## config.mk

```make
export PLATFORM = sky130hd
export DESIGN_NAME = axi_rd_order_ctrl
export DESIGN_NICKNAME = d
export VERILOG_FILES = /design/src/rtl/axi_rd_order_ctrl.sv
export SDC_FILE = /design/constraint.sdc
export NUM_CORES = 1
export LEC_CHECK = 0
export CORE_UTILIZATION = 45
export CTS_CLUSTER_SIZE = 24
export DETAILED_ROUTE_END_ITERATION = 8
export GPL_ROUTABILITY_DRIVEN = 1
export HOLD_SLACK_MARGIN = 0.06
export PLACE_DENSITY_LB_ADDON = 0.12
export SETUP_SLACK_MARGIN = 0.4
export SYNTH_ARGS = -nofsm -noshare
export SYNTH_HDL_FRONTEND = slang
export SYNTH_SLANG_ARGS = --single-unit
```

## constraint.sdc

```tcl
create_clock -name clk -period 4.1 [get_ports clk]
set_input_delay 1.23 -clock clk [delete_from_list [all_inputs] [get_ports clk]]
set_output_delay 1.23 -clock clk [all_outputs]
set_load 0.02 [all_outputs]
```

## src/rtl/axi_rd_order_ctrl.sv

```systemverilog
// Read-order controller: passes AR through with an outstanding-burst throttle and
// checks returning R beats against an in-order record of issued bursts.
module axi_rd_order_ctrl #(
    parameter int ID_WIDTH    = 4,
    parameter int LEN_WIDTH   = 8,
    parameter int DEPTH_WIDTH = 4,
    parameter int MAX_OUTST   = 16
) (
    input  logic                   clk,
    input  logic                   rst_n,
    input  logic [ID_WIDTH-1:0]    s_arid,
    input  logic [LEN_WIDTH-1:0]   s_arlen,
    input  logic                   s_arvalid,
    output logic                   s_arready,
    output logic [ID_WIDTH-1:0]    m_arid,
    output logic [LEN_WIDTH-1:0]   m_arlen,
    output logic                   m_arvalid,
    input  logic                   m_arready,
    input  logic [ID_WIDTH-1:0]    rid,
    input  logic                   rlast,
    input  logic                   rvalid,
    input  logic                   rready,
    input  logic                   clr_err,
    output logic [DEPTH_WIDTH:0]   outstanding,
    output logic                   idle,
    output logic                   err_id,
    output logic                   err_last,
    output logic                   err_unexp
);

    localparam int                   DEPTH    = 1 << DEPTH_WIDTH;
    localparam logic [DEPTH_WIDTH:0] MAX_CNT  = (DEPTH_WIDTH+1)'(MAX_OUTST);
    localparam logic [DEPTH_WIDTH:0] CNT_ONE  = (DEPTH_WIDTH+1)'(1);
    localparam logic [DEPTH_WIDTH-1:0] PTR_ONE = DEPTH_WIDTH'(1);
    localparam logic [LEN_WIDTH-1:0] BEAT_ONE = LEN_WIDTH'(1);

    typedef enum logic [1:0] {
        S_IDLE,
        S_WAIT,
        S_BURST
    } state_t;

    typedef struct packed {
        logic [ID_WIDTH-1:0]  id;
        logic [LEN_WIDTH-1:0] len;
    } entry_t;

    entry_t                 fifo_mem [DEPTH];
    entry_t                 head;
    state_t                 state_q, state_d;
    logic [DEPTH_WIDTH-1:0] wr_ptr_q, wr_ptr_d;
    logic [DEPTH_WIDTH-1:0] rd_ptr_q, rd_ptr_d;
    logic [DEPTH_WIDTH:0]   outstanding_q, outstanding_d;
    logic [LEN_WIDTH-1:0]   beat_cnt_q, beat_cnt_d;
    logic                   err_id_q, err_id_d;
    logic                   err_last_q, err_last_d;
    logic                   err_unexp_q, err_unexp_d;

    logic full, ar_hs, r_hs, has_head, beat_ok, exp_last, pop;

    // The throttle looks only at registered state, so R inputs never reach AR outputs.
    assign full      = (outstanding_q == MAX_CNT);
    assign m_arid    = s_arid;
    assign m_arlen   = s_arlen;
    assign m_arvalid = s_arvalid & ~full;
    assign s_arready = m_arready & ~full;
    assign ar_hs     = m_arvalid & m_arready;
    assign r_hs      = rvalid & rready;

    assign outstanding = outstanding_q;
    assign idle        = (state_q == S_IDLE);
    assign err_id      = err_id_q;
    assign err_last    = err_last_q;
    assign err_unexp   = err_unexp_q;

    // NOTE: every signal assigned here gets a default first so no latch is inferred.
    always_comb begin
        head     = fifo_mem[rd_ptr_q];
        has_head = (outstanding_q != '0);
        beat_ok  = r_hs & has_head;
        exp_last = (beat_cnt_q == head.len);
        pop      = beat_ok & exp_last;

        wr_ptr_d      = wr_ptr_q;
        rd_ptr_d      = rd_ptr_q;
        outstanding_d = outstanding_q;
        beat_cnt_d    = beat_cnt_q;

        if (ar_hs) wr_ptr_d = wr_ptr_q + PTR_ONE;
        if (pop)   rd_ptr_d = rd_ptr_q + PTR_ONE;

        case ({ar_hs, pop})
            2'b10:   outstanding_d = outstanding_q + CNT_ONE;
            2'b01:   outstanding_d = outstanding_q - CNT_ONE;
            default: outstanding_d = outstanding_q;
        endcase

        // Burst completion follows the beat count; rlast is only checked.
        if (beat_ok) beat_cnt_d = exp_last ? '0 : beat_cnt_q + BEAT_ONE;

        if (outstanding_d == '0)    state_d = S_IDLE;
        else if (beat_cnt_d == '0)  state_d = S_WAIT;
        else                        state_d = S_BURST;

        // A new error in the clearing cycle still sets the flag.
        err_id_d    = (err_id_q    & ~clr_err) | (beat_ok & (rid != head.id));
        err_last_d  = (err_last_q  & ~clr_err) | (beat_ok & (rlast != exp_last));
        err_unexp_d = (err_unexp_q & ~clr_err) | (r_hs & ~has_head);
    end

    // NOTE: sequential state uses non-blocking assignments so all flops update together.
    always_ff @(posedge clk) begin
        if (!rst_n) begin
            state_q       <= S_IDLE;
            wr_ptr_q      <= '0;
            rd_ptr_q      <= '0;
            outstanding_q <= '0;
            beat_cnt_q    <= '0;
            err_id_q      <= 1'b0;
            err_last_q    <= 1'b0;
            err_unexp_q   <= 1'b0;
        end else begin
            state_q       <= state_d;
            wr_ptr_q      <= wr_ptr_d;
            rd_ptr_q      <= rd_ptr_d;
            outstanding_q <= outstanding_d;
            beat_cnt_q    <= beat_cnt_d;
            err_id_q      <= err_id_d;
            err_last_q    <= err_last_d;
            err_unexp_q   <= err_unexp_d;
        end
    end

    // NOTE: the tracking storage is not reset; an entry is only read after it was written.
    always_ff @(posedge clk) begin
        if (ar_hs) fifo_mem[wr_ptr_q] <= '{id: s_arid, len: s_arlen};
    end

endmodule
```

==> flow_results.xml, run 1 <==
<?xml version="1.0" encoding="UTF-8"?>
<metrics>
  <group name="run_status">
    <metric name="outcome" unit="">finished, final reports clean</metric>
  </group>
  <group name="cts">
    <metric name="worst_skew_pair.late_latency" unit="ns">0.52</metric>
    <metric name="cts.path.max_buffers" unit="">3</metric>
    <metric name="post_cts_hold_buffer_count" unit="">0</metric>
    <metric name="clk_pin_slew_worst_paths" unit="ns">0.06</metric>
    <metric name="cts_made_buffers" unit="">24</metric>
    <metric name="cts_root_buf" unit="">sky130_fd_sc_hd__clkbuf_16</metric>
    <metric name="level_count_of_the_clock_h_tree" unit="">1</metric>
    <metric name="tritoncts" unit="">yes</metric>
    <metric name="tritoncts_num_sinks" unit="">222</metric>
  </group>
  <group name="route">
    <metric name="detail_route.wl_per_cell" unit="um">22.1</metric>
    <metric name="postRouteAntennaNets" unit="">0</metric>
    <metric name="detail_route.wirelength" unit="um">19900</metric>
    <metric name="num_vias" unit="">4888</metric>
    <metric name="detailedRoute.firstIterationViolations" unit="">313</metric>
    <metric name="drt_first_pass_iters" unit="">5</metric>
    <metric name="remaining_drc_errors" unit="">0</metric>
    <metric name="vias_per_cell" unit="">5.41</metric>
  </group>
  <group name="sta">
    <metric name="hold_ws" unit="ns">0.464</metric>
    <metric name="grt_setup_unrepaired" unit="">yes</metric>
    <metric name="setup_viol" unit="">0</metric>
    <metric name="period_share" unit="%">98.7</metric>
    <metric name="layout_min_cycle_time" unit="ns">4.05</metric>
    <metric name="setup_slack" unit="ns">0.0543</metric>
    <metric name="worstMarginPinSlew" unit="ns">0.519</metric>
    <metric name="timing.slew.headroom" unit="%">65.2</metric>
    <metric name="slew_limit_fails" unit="">0</metric>
    <metric name="maximum_achievable_frequency" unit="MHz">247</metric>
    <metric name="fin_tns_setup" unit="ns">0</metric>
    <metric name="timing_hold_violations_final" unit="">0</metric>
    <metric name="fin_skew" unit="ns">0.0284</metric>
  </group>
  <group name="critical_path">
    <metric name="worst_r2r_endpoint" unit="">state_q[1]</metric>
    <metric name="data_required_time_at_the_worst_endpoint" unit="ns">4.48</metric>
    <metric name="cp_max_fo" unit="">5</metric>
    <metric name="r2r_setup_slk" unit="ns">0.05</metric>
    <metric name="worst_setup_path_end_kind" unit="">flip-flop</metric>
    <metric name="worst-r2r-cell-count" unit="">16</metric>
    <metric name="crit_path_start_kind" unit="">flip-flop</metric>
    <metric name="critical_path_class" unit="">flip-flop to flip-flop</metric>
    <metric name="worst-endpoint-arrival" unit="ns">4.42</metric>
  </group>
  <group name="yosys">
    <metric name="synth_top_area_cell" unit="">sky130_fd_sc_hd__edfxtp_1</metric>
    <metric name="synth_area_leaders" unit="">sky130_fd_sc_hd__edfxtp_1 62%, sky130_fd_sc_hd__mux4_2 10%, sky130_fd_sc_hd__dfxtp_1 6.5%, sky130_fd_sc_hd__xor2_1 2.5%, sky130_fd_sc_hd__mux2i_1 1.9%</metric>
    <metric name="synth_cells" unit="">540</metric>
    <metric name="synth_fa_ha_area_share" unit="%">1.22</metric>
    <metric name="yosys-mux-area-fraction" unit="%">14.3</metric>
    <metric name="yosys_most_used_dff" unit="">sky130_fd_sc_hd__edfxtp_1</metric>
    <metric name="largest_family_of_logic_cells_by_synthesized_area" unit="">multiplexers</metric>
    <metric name="synth-xor-area-share" unit="%">3.69</metric>
    <metric name="syn-num-nets" unit="">573</metric>
    <metric name="ys_ff_latch" unit="">222</metric>
    <metric name="yosys.area.top_type_share" unit="%">62.2</metric>
    <metric name="post_synth_instance_area" unit="um^2">9270</metric>
    <metric name="synth-compound-area-share" unit="%">2.88</metric>
    <metric name="post_synth_edffs" unit="">192</metric>
    <metric name="synth_most_common_cell" unit="">sky130_fd_sc_hd__edfxtp_1</metric>
    <metric name="syn_area_per_cell" unit="um^2">17.2</metric>
    <metric name="sequential_element_share_of_the_synthesized_area" unit="%">68.7</metric>
    <metric name="asyncSetResetFlopFracSynth" unit="%">0</metric>
    <metric name="synth_common_cells" unit="">192 x sky130_fd_sc_hd__edfxtp_1, 43 x sky130_fd_sc_hd__mux4_2, 38 x sky130_fd_sc_hd__nor2_1, 30 x sky130_fd_sc_hd__dfxtp_1, 26 x sky130_fd_sc_hd__xor2_1</metric>
    <metric name="yosys.cell_types.count" unit="">48</metric>
    <metric name="synthSimpleGateAreaFrac" unit="%">5.89</metric>
    <metric name="synth.yosys.warnings" unit="">0</metric>
  </group>
  <group name="floorplan">
    <metric name="chipHeight" unit="um">146</metric>
    <metric name="io-pin-count" unit="">47</metric>
    <metric name="start_util" unit="%">45.8</metric>
    <metric name="coreArea" unit="um^2">20200</metric>
    <metric name="die-width" unit="um">146</metric>
    <metric name="design.die.area" unit="um^2">21200</metric>
    <metric name="std_cell_rows" unit="">52</metric>
  </group>
  <group name="global_routing">
    <metric name="antenna_violations_before_repair" unit="">0</metric>
    <metric name="grt_max_degree" unit="">33</metric>
    <metric name="grt_first_pass_wirelength" unit="um">30700</metric>
    <metric name="grt_pass1_vias" unit="">5070</metric>
    <metric name="overflow" unit="">0</metric>
    <metric name="grt_use_total" unit="%">19.6</metric>
  </group>
  <group name="layout">
    <metric name="antenna_cells_inserted" unit="">0</metric>
    <metric name="area_growth_synth_to_finish" unit="%">19.0</metric>
    <metric name="drive_above_1_share" unit="%">23.7</metric>
    <metric name="finalNetCount" unit="">649</metric>
    <metric name="nFillCells" unit="">1588</metric>
    <metric name="finish.utilization" unit="%">54.5</metric>
    <metric name="stdcell_area" unit="um^2">11000</metric>
  </group>
  <group name="place">
    <metric name="detailed_place.area" unit="um^2">10200</metric>
    <metric name="numPortBuffers" unit="">46</metric>
    <metric name="place_hpwl" unit="um">12000</metric>
    <metric name="dp_slack" unit="ns">-0.0367</metric>
    <metric name="gp_congestion" unit="">0.766</metric>
  </group>
  <group name="flow_run">
    <metric name="max-cap-violations" unit="">0</metric>
  </group>
  <group name="power">
    <metric name="power_density" unit="nW/um^2">420</metric>
    <metric name="leakagePower" unit="nW">3.61</metric>
    <metric name="max-vdd-ir-drop" unit="V">0.000367</metric>
  </group>
  <group name="hold_path">
    <metric name="hold_path_end" unit="">err_id</metric>
    <metric name="whs_path_depth" unit="">2</metric>
    <metric name="hold_path_class" unit="">flip-flop to flip-flop</metric>
    <metric name="hold_start" unit="">err_id</metric>
  </group>
</metrics>
-- final cells by class --
type | count | area [um^2] | share of cell area, %
Sequential cell | 222 | 6370 | 57.8
Multi-Input combinational cell | 265 | 2640 | 24.0
Timing Repair Buffer | 94 | 901 | 8.17
Clock buffer | 27 | 622 | 5.64
Tap cell | 270 | 338 | 3.06
Clock inverter | 16 | 106 | 0.965
Inverter | 9 | 38.8 | 0.352
-- kinds of logic after synthesis --
group	count (synthesis)
xor+xnor	39
fa+ha+maj	9
simple gates	110
flops	222
compound gates	37
mux	70
buf+inv	53
-- metal layers --
layer  vias up  global-route usage, %  part of all wire, %
met4         0                   5.47                  2.8
met2       108                   32.6                   49
met3        37                   3.42                  4.1
met5         -                      0                    0
li1       2241                      -                    -
met1      2502                   26.6                   45
-- per-stage QoR --
step / power (W) / instances
after floorplan: 0.00260 / 540
after global placement: 0.00269 / 854
after detailed placement: 0.00270 / 854
after CTS: 0.00468 / 900
after global routing: 0.00480 / 903
final: 0.00464 / 903
-- worst max-delay path, stage by stage, from the launching register on --
cell                        delay (ns)
sky130_fd_sc_hd__dfxtp_4          0.41
sky130_fd_sc_hd__buf_12           0.14
sky130_fd_sc_hd__mux4_2           0.50
sky130_fd_sc_hd__mux4_2           0.55
sky130_fd_sc_hd__xor2_2           0.19
sky130_fd_sc_hd__a2111oi_4        0.38
sky130_fd_sc_hd__nand4_4          0.17
sky130_fd_sc_hd__clkinv_4         0.10
sky130_fd_sc_hd__ha_4             0.14
sky130_fd_sc_hd__xor2_1           0.15
sky130_fd_sc_hd__ha_2             0.24
sky130_fd_sc_hd__nor2_2           0.04
sky130_fd_sc_hd__a222oi_1         0.29
sky130_fd_sc_hd__nor2_1           0.09
sky130_fd_sc_hd__xor2_1           0.17
sky130_fd_sc_hd__o41ai_2          0.26
sky130_fd_sc_hd__nor3_1           0.09
-- timing repair --
action	4_1_cts	5_1_grt
gates cloned	0	2
buffers inserted	3	1
hold endpoints to repair	0	0
setup endpoints to repair	5	5
gates resized for setup	3	5
pin swaps	0	3
-- state kept, by name, summed over array words and instances, names as in the netlist, named ones only --
register / flops
wr_ptr_q: 4
outstanding: 5
beat_cnt_q: 8
rd_ptr_q: 4
fifo_mem: 192
err_last: 1
err_id: 1
err_unexp: 1
state_q: 2
-- power by group --
| part | switching, W | leakage [nW] | internal, W |
|---|---|---|---|
| combinational | 0.0000958 | 1.28 | 0.0000768 |
| clock | 0.000842 | 0.354 | 0.00115 |
| sequential | 0.00000873 | 1.97 | 0.00247 |
-- how the worst max path moves through the flow --
stage,start,end,slack (ns),depth (start not counted)
after floorplan,flip-flop,state_q[1],0.35,16
final,flip-flop,state_q[1],0.05,16
after global routing,flip-flop,state_q[1],-0.15,16
after global placement,flip-flop,state_q[1],0.02,17
after detailed placement,flip-flop,state_q[1],-0.04,17
after CTS,flip-flop,state_q[1],0.10,16
-- cells in the final DEF (no fill, tap or decap), types with 13 or more instances in the layout --
master / synthesis / routed
sky130_fd_sc_hd__buf_4: 16 / 43
sky130_fd_sc_hd__edfxtp_1: 192 / 192
sky130_fd_sc_hd__mux4_2: 43 / 47
sky130_fd_sc_hd__dfxtp_1: 30 / 27
sky130_fd_sc_hd__mux2i_1: 18 / 18
sky130_fd_sc_hd__clkbuf_16: 0 / 26
sky130_fd_sc_hd__nor2_1: 38 / 37
sky130_fd_sc_hd__xnor2_1: 13 / 13
sky130_fd_sc_hd__clkdlybuf4s50_1: 0 / 46
sky130_fd_sc_hd__xor2_1: 26 / 25
sky130_fd_sc_hd__nand2_1: 19 / 19
(Power assumes the default switching activity.)
==> inputs of run 2 (changes only) <==
--- a/config.mk
+++ b/config.mk
@@ -6,6 +6,7 @@
 export NUM_CORES = 1
 export LEC_CHECK = 0
 export CORE_UTILIZATION = 45
+export CTS_BUF_LIST = sky130_fd_sc_hd__clkbuf_8 sky130_fd_sc_hd__clkbuf_16
 export CTS_CLUSTER_SIZE = 24
 export DETAILED_ROUTE_END_ITERATION = 8
 export GPL_ROUTABILITY_DRIVEN = 1
==> run 2 against run 1 <==
Via count down 0.49%. Register-to-register slack about the same. Sequential share of layout area unchanged. Wire length about the same. Global-route usage about the same. Fmax up 0.21%. Non-clock buffer count unchanged. Utilization unchanged. Sequential power about the same. Largest cell class unchanged. Highest routed layer unchanged.
==> flow_results.xml, run 2 (synthesis results as in run 1) <==
<?xml version="1.0" encoding="UTF-8"?>
<metrics>
  <group name="cts">
    <metric name="worst_skew_pair.late_latency" unit="ns">0.52</metric>
    <metric name="cts_root_buf" unit="">sky130_fd_sc_hd__clkbuf_16</metric>
    <metric name="clk_pin_slew_worst_paths" unit="ns">0.06</metric>
    <metric name="level_count_of_the_clock_h_tree" unit="">1</metric>
    <metric name="cts_made_buffers" unit="">24</metric>
    <metric name="cts.path.max_buffers" unit="">3</metric>
    <metric name="tritoncts" unit="">yes</metric>
    <metric name="tritoncts_num_sinks" unit="">222</metric>
  </group>
  <group name="power">
    <metric name="power_density" unit="nW/um^2">420</metric>
    <metric name="leakagePower" unit="nW">3.62</metric>
    <metric name="max-vdd-ir-drop" unit="V">0.000366</metric>
  </group>
  <group name="sta">
    <metric name="layout_min_cycle_time" unit="ns">4.04</metric>
    <metric name="period_share" unit="%">98.5</metric>
    <metric name="fin_skew" unit="ns">0.0289</metric>
    <metric name="grt_setup_unrepaired" unit="">yes</metric>
    <metric name="hold_ws" unit="ns">0.464</metric>
    <metric name="setup_viol" unit="">0</metric>
    <metric name="timing_hold_violations_final" unit="">0</metric>
    <metric name="timing.slew.headroom" unit="%">65.0</metric>
    <metric name="maximum_achievable_frequency" unit="MHz">248</metric>
    <metric name="worstMarginPinSlew" unit="ns">0.519</metric>
    <metric name="slew_limit_fails" unit="">0</metric>
  </group>
  <group name="global_routing">
    <metric name="overflow" unit="">0</metric>
    <metric name="grt_use_total" unit="%">19.6</metric>
    <metric name="antenna_violations_before_repair" unit="">0</metric>
    <metric name="grt_pass1_vias" unit="">5070</metric>
    <metric name="grt_first_pass_wirelength" unit="um">30700</metric>
    <metric name="grt_max_degree" unit="">33</metric>
  </group>
  <group name="floorplan">
    <metric name="design.die.area" unit="um^2">21200</metric>
    <metric name="coreArea" unit="um^2">20200</metric>
    <metric name="io-pin-count" unit="">47</metric>
    <metric name="chipHeight" unit="um">146</metric>
    <metric name="std_cell_rows" unit="">52</metric>
    <metric name="start_util" unit="%">45.8</metric>
    <metric name="die-width" unit="um">146</metric>
  </group>
  <group name="critical_path">
    <metric name="timing.critical_path.slowest_stage_cell" unit="">sky130_fd_sc_hd__mux4_2</metric>
    <metric name="critical_path_class" unit="">flip-flop to flip-flop</metric>
    <metric name="crit_family" unit="">multiplexers</metric>
    <metric name="critPathMaxStageDelay" unit="ns">0.54</metric>
    <metric name="worst_setup_path_end_kind" unit="">flip-flop</metric>
    <metric name="data_required_time_at_the_worst_endpoint" unit="ns">4.48</metric>
    <metric name="crit_path_start_kind" unit="">flip-flop</metric>
    <metric name="worstPathCellList" unit="">buf_12, mux4_2, mux4_2, xor2_2, a2111oi_4, nand4_4, clkinv_4, ha_4, xor2_1, ha_2, nor2_2, a222oi_1, nor2_1, xor2_1, o41ai_2, nor3_1</metric>
    <metric name="cp_max_fo" unit="">5</metric>
    <metric name="timing.critical_path.buf_inv" unit="">2</metric>
    <metric name="worst-endpoint-arrival" unit="ns">4.42</metric>
  </group>
  <group name="flow_run">
    <metric name="max-cap-violations" unit="">0</metric>
  </group>
  <group name="route">
    <metric name="remaining_drc_errors" unit="">0</metric>
    <metric name="detailedRoute.firstIterationViolations" unit="">315</metric>
    <metric name="drt_first_pass_iters" unit="">4</metric>
    <metric name="postRouteAntennaNets" unit="">0</metric>
    <metric name="vias_per_cell" unit="">5.39</metric>
    <metric name="detail_route.wirelength" unit="um">19900</metric>
    <metric name="num_vias" unit="">4864</metric>
    <metric name="detail_route.wl_per_cell" unit="um">22.1</metric>
  </group>
  <group name="layout">
    <metric name="layout_commonest_cell" unit="">sky130_fd_sc_hd__edfxtp_1</metric>
    <metric name="nFillCells" unit="">1588</metric>
    <metric name="finish.utilization" unit="%">54.5</metric>
    <metric name="number_of_flip_flops_under_the_largest_register_name" unit="">192</metric>
    <metric name="final_cell_mix" unit="">192 x sky130_fd_sc_hd__edfxtp_1, 47 x sky130_fd_sc_hd__mux4_2, 46 x sky130_fd_sc_hd__clkdlybuf4s50_1, 43 x sky130_fd_sc_hd__buf_4, 37 x sky130_fd_sc_hd__nor2_1</metric>
    <metric name="antenna_cells_inserted" unit="">0</metric>
    <metric name="area_growth_synth_to_finish" unit="%">19.0</metric>
    <metric name="largest_register" unit="">fifo_mem</metric>
    <metric name="finalNetCount" unit="">649</metric>
    <metric name="multi_input_area" unit="um^2">2640</metric>
    <metric name="ff_latch_area" unit="um^2">6370</metric>
    <metric name="drive_above_1_share" unit="%">23.7</metric>
  </group>
  <group name="place">
    <metric name="place_hpwl" unit="um">12000</metric>
    <metric name="numPortBuffers" unit="">46</metric>
    <metric name="gp_congestion" unit="">0.766</metric>
  </group>
  <group name="run_status">
    <metric name="outcome" unit="">finished, final reports clean</metric>
  </group>
  <group name="hold_path">
    <metric name="hold_path_class" unit="">flip-flop to flip-flop</metric>
    <metric name="hold_start" unit="">err_id</metric>
  </group>
</metrics>
## run 2: cell types whose count changed in the layout (fill, tap and decap cells not counted)
cell / delta
sky130_fd_sc_hd__clkbuf_1: -2
sky130_fd_sc_hd__inv_1: +2
## run 2: layout make-up
cell class                 instances  area share, %
inverter                           9          0.352
clock inverter                    18           1.03
tap                              270           3.06
multi-input combinational        265           24.0
clock buffer                      25           5.57
timing repair buffer              94           8.17
sequential                       222           57.8
## run 2: through the flow
step           cell area (um^2)  setup slack [ns]  power (W)  cells  TNS, ns
2_1_floorplan              9290             0.354    0.00260    540        0
3_3_place_gp              10200            0.0183    0.00269    854        0
3_5_place_dp              10200           -0.0367    0.00270    854  -0.0444
4_1_cts                   10900             0.104    0.00468    900        0
5_1_grt                   11000            -0.149    0.00479    903   -0.283
6_report                  11000            0.0628    0.00463    903        0
## run 2: worst paths after layout
| path | end | slack (ns) | cells after the start |
|---|---|---|---|
| setup / recovery | state_q[1] | 0.06 | 16 |
| hold / removal | err_id | 0.46 | 2 |
| setup reg to reg | state_q[1] | 0.06 | 16 |
| hold reg to reg | err_id | 0.46 | 2 |
## run 2: what timing repair did
| action | CTS | global route |
|---|---|---|
| pin swaps | 0 | 3 |
| endpoints found under the setup margin | 5 | 5 |
| cloned | 0 | 2 |
| resized for setup | 3 | 5 |
| buffers inserted | 3 | 1 |
| hold endpoints to repair | 0 | 0 |
| hold buffers | 0 | 0 |
## run 2: layer usage
metal	global-route usage [%]	vias to the layer above	wire, um
met1	26.7	2470	8670
met2	32.6	115	9760
li1	-	2242	-
met5	0	-	0
met3	3.42	37	938
met4	5.47	0	565
## run 2: power breakdown
| part | switching, W | total [W] | internal (W) |
|---|---|---|---|
| Combinational | 0.0000959 | 0.000173 | 0.0000768 |
| Clock | 0.000841 | 0.00198 | 0.00114 |
| Sequential | 0.00000870 | 0.00247 | 0.00247 |
## run 2: worst min-delay path: cells and delay by family, from the launching register on
family	cells	cell delay, ns
AOI/OAI and AO/OA	1	0.05
and+or+nand+nor	1	0.06
DFF	1	0.31
